## config.mk

```make
export PLATFORM = sky130hd
export DESIGN_NAME = internal_dataflow
export DESIGN_NICKNAME = d
export VERILOG_FILES = /design/src/rtl/internal_dataflow.sv
export SDC_FILE = /design/constraint.sdc
export NUM_CORES = 1
export LEC_CHECK = 0
export CAP_MARGIN = 5
export CORE_UTILIZATION = 45
export CTS_CLUSTER_DIAMETER = 80
export DETAILED_ROUTE_END_ITERATION = 12
export PLACE_DENSITY = 0.77
export SLEW_MARGIN = 20
export SYNTH_ARGS = -nofsm -noshare
export SYNTH_HDL_FRONTEND = slang
export SYNTH_SLANG_ARGS = --single-unit
export TNS_END_PERCENT = 30
```

## constraint.sdc

```tcl
create_clock -name clk -period 1.9 [get_ports clk]
set_input_delay 0.19 -clock clk [delete_from_list [all_inputs] [get_ports clk]]
set_output_delay 0.19 -clock clk [all_outputs]
set_load 0.01 [all_outputs]
```

## src/rtl/internal_dataflow.sv

```systemverilog
// Datapath for a 6502-style core: four AND-resolved internal buses, the register file,
// a small ALU and the program counter, all steered by a one-hot flag word.
package internal_dataflow_pkg;
  localparam int SET_DB_TO_DATA  = 0;
  localparam int SET_DB_TO_ACC   = 1;
  localparam int SET_DB_TO_PCL   = 2;
  localparam int SET_DB_TO_PCH   = 3;
  localparam int SET_DB_TO_SB    = 4;
  localparam int SET_SB_TO_DB    = 5;
  localparam int SET_SB_TO_ACC   = 6;
  localparam int SET_SB_TO_X     = 7;
  localparam int SET_SB_TO_Y     = 8;
  localparam int SET_SB_TO_SP    = 9;
  localparam int SET_SB_TO_ADD   = 10;
  localparam int SET_SB_TO_ADH   = 11;
  localparam int SET_ADH_TO_SB   = 12;
  localparam int SET_ADH_TO_DATA = 13;
  localparam int SET_ADH_TO_PCH  = 14;
  localparam int SET_ADH_TO_ZERO = 15;
  localparam int SET_ADL_TO_DATA = 16;
  localparam int SET_ADL_TO_PCL  = 17;
  localparam int SET_ADL_TO_SP   = 18;
  localparam int SET_ADL_TO_ADD  = 19;
  localparam int LOAD_ACC        = 20;
  localparam int LOAD_X          = 21;
  localparam int LOAD_Y          = 22;
  localparam int LOAD_SP         = 23;
  localparam int LOAD_ABL        = 24;
  localparam int LOAD_ABH        = 25;
  localparam int LOAD_DOR        = 26;
  localparam int LOAD_PCL        = 27;
  localparam int LOAD_PCH        = 28;
  localparam int LOAD_AI         = 29;
  localparam int LOAD_BI         = 30;
  localparam int LOAD_ADD        = 31;
  localparam int ALU_SUM         = 32;
  localparam int ALU_AND         = 33;
  localparam int ALU_OR          = 34;
  localparam int ALU_XOR         = 35;
  localparam int ALU_SR          = 36;
  localparam int CARRY_IN        = 37;
  localparam int PC_INC          = 38;
endpackage

module internal_dataflow
  import internal_dataflow_pkg::*;
(
  input  logic         clk,
  input  logic         nrst,
  input  logic [100:0] flags,
  input  logic [7:0]   externalDBRead,
  output logic [7:0]   externalDBWrite,
  output logic [7:0]   externalAddressBusLowOutput,
  output logic [7:0]   externalAddressBusHighOutput
);

  logic [7:0] acc_q, x_q, y_q, sp_q, pcl_q, pch_q, abl_q, abh_q, dor_q, ai_q, bi_q, add_q;
  logic [7:0] acc_d, x_d, y_d, sp_d, pcl_d, pch_d, abl_d, abh_d, dor_d, ai_d, bi_d, add_d;
  logic [7:0] db_base, sb_base, adh_base;
  logic [7:0] db_bus, sb_bus, adh_bus, adl_bus;
  logic [7:0] alu_sum, alu_result;
  logic [15:0] pc_next;
  logic unused_flags;

  assign unused_flags = ^flags[100:39];

  // Undriven buses float high, so every driver can simply AND onto 0xFF.
  always_comb begin
    db_base = 8'hFF;
    if (flags[SET_DB_TO_DATA]) db_base &= externalDBRead;
    if (flags[SET_DB_TO_ACC])  db_base &= acc_q;
    if (flags[SET_DB_TO_PCL])  db_base &= pcl_q;
    if (flags[SET_DB_TO_PCH])  db_base &= pch_q;

    sb_base = 8'hFF;
    if (flags[SET_SB_TO_ACC])  sb_base &= acc_q;
    if (flags[SET_SB_TO_X])    sb_base &= x_q;
    if (flags[SET_SB_TO_Y])    sb_base &= y_q;
    if (flags[SET_SB_TO_SP])   sb_base &= sp_q;
    if (flags[SET_SB_TO_ADD])  sb_base &= add_q;

    adh_base = 8'hFF;
    if (flags[SET_ADH_TO_DATA]) adh_base &= externalDBRead;
    if (flags[SET_ADH_TO_PCH])  adh_base &= pch_q;
    if (flags[SET_ADH_TO_ZERO]) adh_base = 8'h00;

    adl_bus = 8'hFF;
    if (flags[SET_ADL_TO_DATA]) adl_bus &= externalDBRead;
    if (flags[SET_ADL_TO_PCL])  adl_bus &= pcl_q;
    if (flags[SET_ADL_TO_SP])   adl_bus &= sp_q;
    if (flags[SET_ADL_TO_ADD])  adl_bus &= add_q;

    // Bus-to-bus links only read the other bus's base value: one hop, no loops.
    sb_bus  = sb_base;
    db_bus  = db_base;
    adh_bus = adh_base;
    if (flags[SET_SB_TO_DB])  sb_bus  &= db_base;
    if (flags[SET_SB_TO_ADH]) sb_bus  &= adh_base;
    if (flags[SET_DB_TO_SB])  db_bus  &= sb_base;
    if (flags[SET_ADH_TO_SB]) adh_bus &= sb_base;
  end

  always_comb begin
    alu_sum    = ai_q + bi_q + {7'b0, flags[CARRY_IN]};
    alu_result = 8'h00;
    if (flags[ALU_SUM])      alu_result = alu_sum;
    else if (flags[ALU_AND]) alu_result = ai_q & bi_q;
    else if (flags[ALU_OR])  alu_result = ai_q | bi_q;
    else if (flags[ALU_XOR]) alu_result = ai_q ^ bi_q;
    else if (flags[ALU_SR])  alu_result = {flags[CARRY_IN], ai_q[7:1]};
  end

  always_comb begin
    pc_next = {pch_q, pcl_q} + 16'd1;
    acc_d = acc_q; x_d = x_q; y_d = y_q; sp_d = sp_q;
    abl_d = abl_q; abh_d = abh_q; dor_d = dor_q;
    ai_d = ai_q; bi_d = bi_q; add_d = add_q;
    pcl_d = pcl_q; pch_d = pch_q;
    // The increment sets the baseline; an explicit byte load then overrides it.
    if (flags[PC_INC]) begin
      pcl_d = pc_next[7:0];
      pch_d = pc_next[15:8];
    end
    if (flags[LOAD_PCL]) pcl_d = adl_bus;
    if (flags[LOAD_PCH]) pch_d = adh_bus;
    if (flags[LOAD_ACC]) acc_d = sb_bus;
    if (flags[LOAD_X])   x_d   = sb_bus;
    if (flags[LOAD_Y])   y_d   = sb_bus;
    if (flags[LOAD_SP])  sp_d  = sb_bus;
    if (flags[LOAD_AI])  ai_d  = sb_bus;
    if (flags[LOAD_ABL]) abl_d = adl_bus;
    if (flags[LOAD_ABH]) abh_d = adh_bus;
    if (flags[LOAD_DOR]) dor_d = db_bus;
    if (flags[LOAD_BI])  bi_d  = db_bus;
    if (flags[LOAD_ADD]) add_d = alu_result;
  end

  always_ff @(posedge clk) begin
    if (!nrst) begin
      acc_q <= 8'h00; x_q <= 8'h00; y_q <= 8'h00; sp_q <= 8'h00;
      pcl_q <= 8'h00; pch_q <= 8'h00; abl_q <= 8'h00; abh_q <= 8'h00;
      dor_q <= 8'h00; ai_q <= 8'h00; bi_q <= 8'h00; add_q <= 8'h00;
    end else begin
      acc_q <= acc_d; x_q <= x_d; y_q <= y_d; sp_q <= sp_d;
      pcl_q <= pcl_d; pch_q <= pch_d; abl_q <= abl_d; abh_q <= abh_d;
      dor_q <= dor_d; ai_q <= ai_d; bi_q <= bi_d; add_q <= add_d;
    end
  end

  assign externalDBWrite              = dor_q;
  assign externalAddressBusLowOutput  = abl_q;
  assign externalAddressBusHighOutput = abh_q;

endmodule

```

**After elaboration in Yosys (flattened, before gate mapping)**

Cells that the tools add are included.

- Latch bits: 0
- Logic and storage cells: 63
- Output and inout port bits: 24
- Bits in read-only memories: 0
- RAM bits: 0
- Bits of input ports: 111
- Register bits after elaboration: 96
- Memories: 0

- Add/sub/neg operators: 3
- Order comparisons: 0
- Div/mod/pow operators: 0
- Shift-type cells: 0
- Bitwise gates (word level): 17
- $mul: 0
- Reductions and logical operators: 2
- Muxes and demuxes: 29
- Eq/ne operators: 0

Operator list:

| kind | count |
|---|---|
| 8-bit 2-to-1 mux | 29 |
| 8-bit AND | 15 |
| 16-bit by 1-bit adder with 16-bit output, second input constant | 1 |
| 8-bit by 1-bit adder with 8-bit output | 1 |
| 8-bit adder | 1 |
| 8-bit OR | 1 |
| 8-bit bitwise XOR | 1 |
| 2-bit nonzero test | 2 |

**Longest topological paths before layout**

- Depth in word-level cells: 13
- Depth in mapped cells: 9
- Gate-level depth less buffers: 9

**Worst setup path before layout**

OpenSTA, ideal clock, no wires.

- Kind: register to register
- Start point: register ai_q[0]
- End point: register add_q[6]
- Data arrival time: 1.643 ns
- Buffers on the path: 0
- Slack: 0.129 ns
- Period minus slack after synthesis: 1.771 ns
- Stages on the path, launching flop included: 10
- Path through: dfxtp_1 > inv_1 > fa_1 > inv_1 > fa_1 > a21oi_1 > o21ai_0 > a21oi_1 > xor2_1 > a211oi_1

- Longest elaborated chain between the ends: 3

RTL lines:

| what | RTL line | text |
|---|---|---|
| from (decl) | 57 | `logic [7:0] acc_q, x_q, y_q, sp_q, pcl_q, pch_q, abl_q, abh_q, dor_q, ai_q, bi_q, add_q;` |
| from (signal assigned) | 142 | `dor_q <= 8'h00; ai_q <= 8'h00; bi_q <= 8'h00; add_q <= 8'h00;` |
| from (signal assigned) | 146 | `dor_q <= dor_d; ai_q <= ai_d; bi_q <= bi_d; add_q <= add_d;` |
| 8-bit adder | 104 | `alu_sum = ai_q + bi_q + {7'b0, flags[CARRY_IN]};` |
| 8-bit by 1-bit adder with 8-bit output | 104 |  |
| 8-bit 2-to-1 mux | 106 | `if (flags[ALU_SUM]) alu_result = alu_sum;` |
| to (signal assigned) | 142 |  |
| to (signal assigned) | 146 |  |
| to (decl) | 57 |  |

No other way between the ends.
A chain may end at the register's enable or synchronous reset.

**Worst setup path after layout**

Same ends and word-level chain as after synthesis.

==> impl_metrics.toml <==
[grt]
grt_pass1_wl_um = 26530
initial_antenna_violation_count = 0
via_count_of_the_first_global_routing_pass = 5253
maximum_number_of_pins_on_one_net_before_global_route_repair = 34
gr-usage-all-layers_pct = 26.97
total_overflow_reported_by_the_global_router = 0

[finish]
fillers = 1068
final_core_util_pct = 58.46
num_antenna_cells = 0
layout-area-overhead-vs-synth_pct = 24.31
final_layout_size_suffix_gt1_share_pct = 11.07
net_count_final = 884

[timing]
setup_total_negative_slack_ns = 0
hold_ws_ns = 0.4808
skew_ns = 0.007336
measured_slew_at_the_worst_slew_check_pin_ns = 0.5923
slew-limit-headroom_pct = 60.47
timing_hold_violations_final = 0
min_period_ns = 1.843
rsz0062_at_grt = "true"
min_period_over_period_pct = 97.00
setup_viol_count_final = 0
clock.fmax_mhz = 542.6
maxSlewViolCount = 0
final_critical_path_setup_slack_ns = 0.05691

[placed_design]
port_buffers = 72
place_worst_setup_slack_ns = -0.3121
gp_routability_congestion = 0.9541
detailed_placement_wirelength_estimate_um = 12740

[die]
die_width_um = 112.2
pin_count = 135
row_count = 39
die_h_um = 112.2
core_region_area_um2 = 11610
die_area_um2 = 12580
initial_utilization_pct = 47.03

[worst_setup_path]
setup.worst_path.start = "ai_q[0]$_SDFFE_PN0P_"
worstReg2RegStart = "ai_q[0]$_SDFFE_PN0P_"
arrival_time_of_the_worst_setup_path_ns = 2.07
timing.critical_path.from_type = "flop"
cpPeakStageDelay_ns = 0.35
timing.critical_path.buf_inv = 2
critical_path.max_fanout = 2
critPathKind = "reg -> reg"
cp.required_ns = 2.12
worst_setup_path_end_kind = "flop"
path_cells = "inv_2, fa_2, inv_2, fa_2, a21oi_2, o21ai_1, a21oi_1, xor2_1, a211oi_2"
r2r_slack_ns = 0.06
critical_path.slowest_cell = "fa_2"
cpLargestDelayFamily = "adder cells"

[clocking]
h_tree_depth = 3
clkSinkCount = 96
total_setup_buffers_inserted_after_cts = 0
cts-buffers-inserted = 9
worstSkewPairLatency_ns = 0.36
post_cts_hold_buffer_count = 0
cts_buffer_depth = 2
cts_tree = "done"
cts.clk_slew.worst_paths_ns = 0.07
cts.root.buffer_cell = "clkbuf_16"

[yosys]
synth_cells = 671
synth_edf_count = 0
yosysTopAreaCellShare_pct = 35.19
synth.avg_cell_area_um2 = 8.139
synth_nets = 801
synthesis_stage_register_bit_count = 96
synth_async_sr_flop_share_pct = 0
synth.cell_area_um2 = 5461
synth_largest_area_cell = "dfxtp_1"
synthesis.yosys.warnings = 0
synth_ff_type = "dfxtp_1"
synth_cell_type_count = 46
netlist_top_cells_area = "dfxtp_1 (35%), nand2b_1 (7.6%), a21oi_1 (5.6%), nand3_1 (4.1%), o22ai_1 (4.1%)"
yosysSeqAreaShare_pct = 35.19

[route]
antenna_violating_nets_post_route = 0
drc = 3
finalWirelength_um = 16710
drt_iter0_drc = 577
route.detailed.wl_per_inst_um = 18.52
post_drt_via_cell_ratio = 5.997
detail_route.first_pass.iterations = 9
dr_total_vias = 5409

[power_and_ir_drop]
leakage_power_figure_nw = 2.438
peak_vdd_ir_uv = 529.0
report.power.total_w = 0.004559
p_per_area_nw_per_um2 = 671.5

[run]
cap_viol_max_count = 0

[outcome]
violations = "design-rule violations"
status = "complete, but fails checks"

[worst_hold_path]
timing.hold.worst.start = "y_q[3]$_SDFFE_PN0P_"
timing.hold.worst.class = "reg -> reg"
==> cell usage after synthesis (2+ instances only) <==
cell type  number
or3_1           8
fa_1            2
xor2_1          6
nor3_2          8
a221oi_1        7
o21a_1          6
nand4_1         6
nor2b_1        14
o21ai_0        37
buf_1           2
nand2_1        19
a22oi_2         8
o2111ai_1       8
inv_1          52
nand3_1        45
a211oi_1        9
o21bai_1       18
clkbuf_1       24
nor2_1         24
o21ai_1        12
nor3_1          9
ha_1           17
a221o_1         9
dfxtp_1        96
a21oi_1        61
buf_2           5
nor4_2          4
mux2i_1         3
inv_2           4
o22ai_1        36
xnor2_1        15
nand3b_1       18
nand2b_1       66
==> worst paths after layout <==
kind / to / cells after the start
worst max-delay path: add_q[6]$_SDFFE_PN0P_ / 9
worst min-delay path: y_q[3]$_SDFFE_PN0P_ / 2
worst max register to register: add_q[6]$_SDFFE_PN0P_ / 9
worst min register to register: y_q[3]$_SDFFE_PN0P_ / 2
==> timing repair <==
item	in CTS	in global routing
pin swaps	1	4
hold endpoints to repair	0	0
resized for setup	1	10
endpoints found under the setup margin	1	4
==> tightest hold or removal path: cells and delay by family (launching register included) <==
kind            cells  cell delay, ns
compound gates      1            0.06
simple gates        1            0.06
flops               1            0.31
==> state kept, by name, summed over array words and instances, names as in the netlist <==
| register | cells |
|---|---|
| acc_q | 8 |
| add_q | 8 |
| ai_q | 8 |
| bi_q | 8 |
| externalAddressBusHighOutput | 8 |
| externalAddressBusLowOutput | 8 |
| externalDBWrite | 8 |
| pch_q | 8 |
| pcl_q | 8 |
| sp_q | 8 |
| x_q | 8 |
| y_q | 8 |
==> power by group <==
part	total [W]	internal (W)	switching, W	leakage [nW]
Clock	0.00177	0.000927	0.000843	0.135
Sequential	0.00211	0.00206	0.0000505	0.779
Combinational	0.000680	0.000299	0.000382	1.52
Total	0.00456	0.00328	0.00128	2.44
==> layout make-up <==
class	count	area, um^2	area share, %
clock buffers	10	239.0	3.520
clock inverters	6	42.54	0.6266
inverters	57	214.0	3.151
multi-input cells	485	3209	47.27
flip-flops and latches	96	1924	28.35
well taps	143	178.9	2.635
repair buffers	105	980.9	14.45
==> metal layers <==
layer | vias to the layer above | global-route usage [%] | part of all wire, % | wire length (um)
met5 | - | 0 | 0 | 0
met4 | 0 | 12.98 | 3.2 | 543
met3 | 41 | 5.886 | 7.2 | 1204
met2 | 218 | 43.27 | 47 | 7772
met1 | 2575 | 34.52 | 43 | 7189
li1 | 2575 | - | - | -
==> cell usage in the layout (no fill, tap or decap), drive strengths merged, types with 2 or more instances in the layout <==
cell,count
a22oi,9
nand4,7
or3,8
o21a,6
nor2,24
nor2b,14
fa,2
nor4,4
nand3b,18
o21ai,49
xor2,6
clkbuf,10
inv,57
xnor2,15
nand2,19
clkdlybuf4s50,72
mux2i,3
a21oi,61
o22ai,36
ha,17
a211oi,9
nor3,17
clkinvlp,2
a221oi,7
dfxtp,96
buf,33
o2111ai,8
clkinv,4
o21bai,18
nand2b,66
nand3,45
a221o,9
==> metrics by stage <==
stage               cells  instance area, um^2
finish                902                 6789
global route          902                 6789
CTS                   902                 6771
detailed placement    886                 6486
global placement      886                 6486
floorplan             671                 5461
==> kinds of logic (layout without fill, tap and decap cells) <==
kind of cell             after synthesis  in the layout  share of synthesized area [%]
AO/OA/AOI/OAI                        218            218                          25.73
XOR/XNOR                              21             21                          3.368
adder cells (fa/ha/maj)               19             19                          4.628
buffers and inverters                 90            178                          6.392
flip-flops                            96             96                          35.19
multiplexers                           3              3                         0.5499
AND/OR/NAND/NOR                      224            224                          24.15
Note: power is estimated with default switching activity, not from simulation.
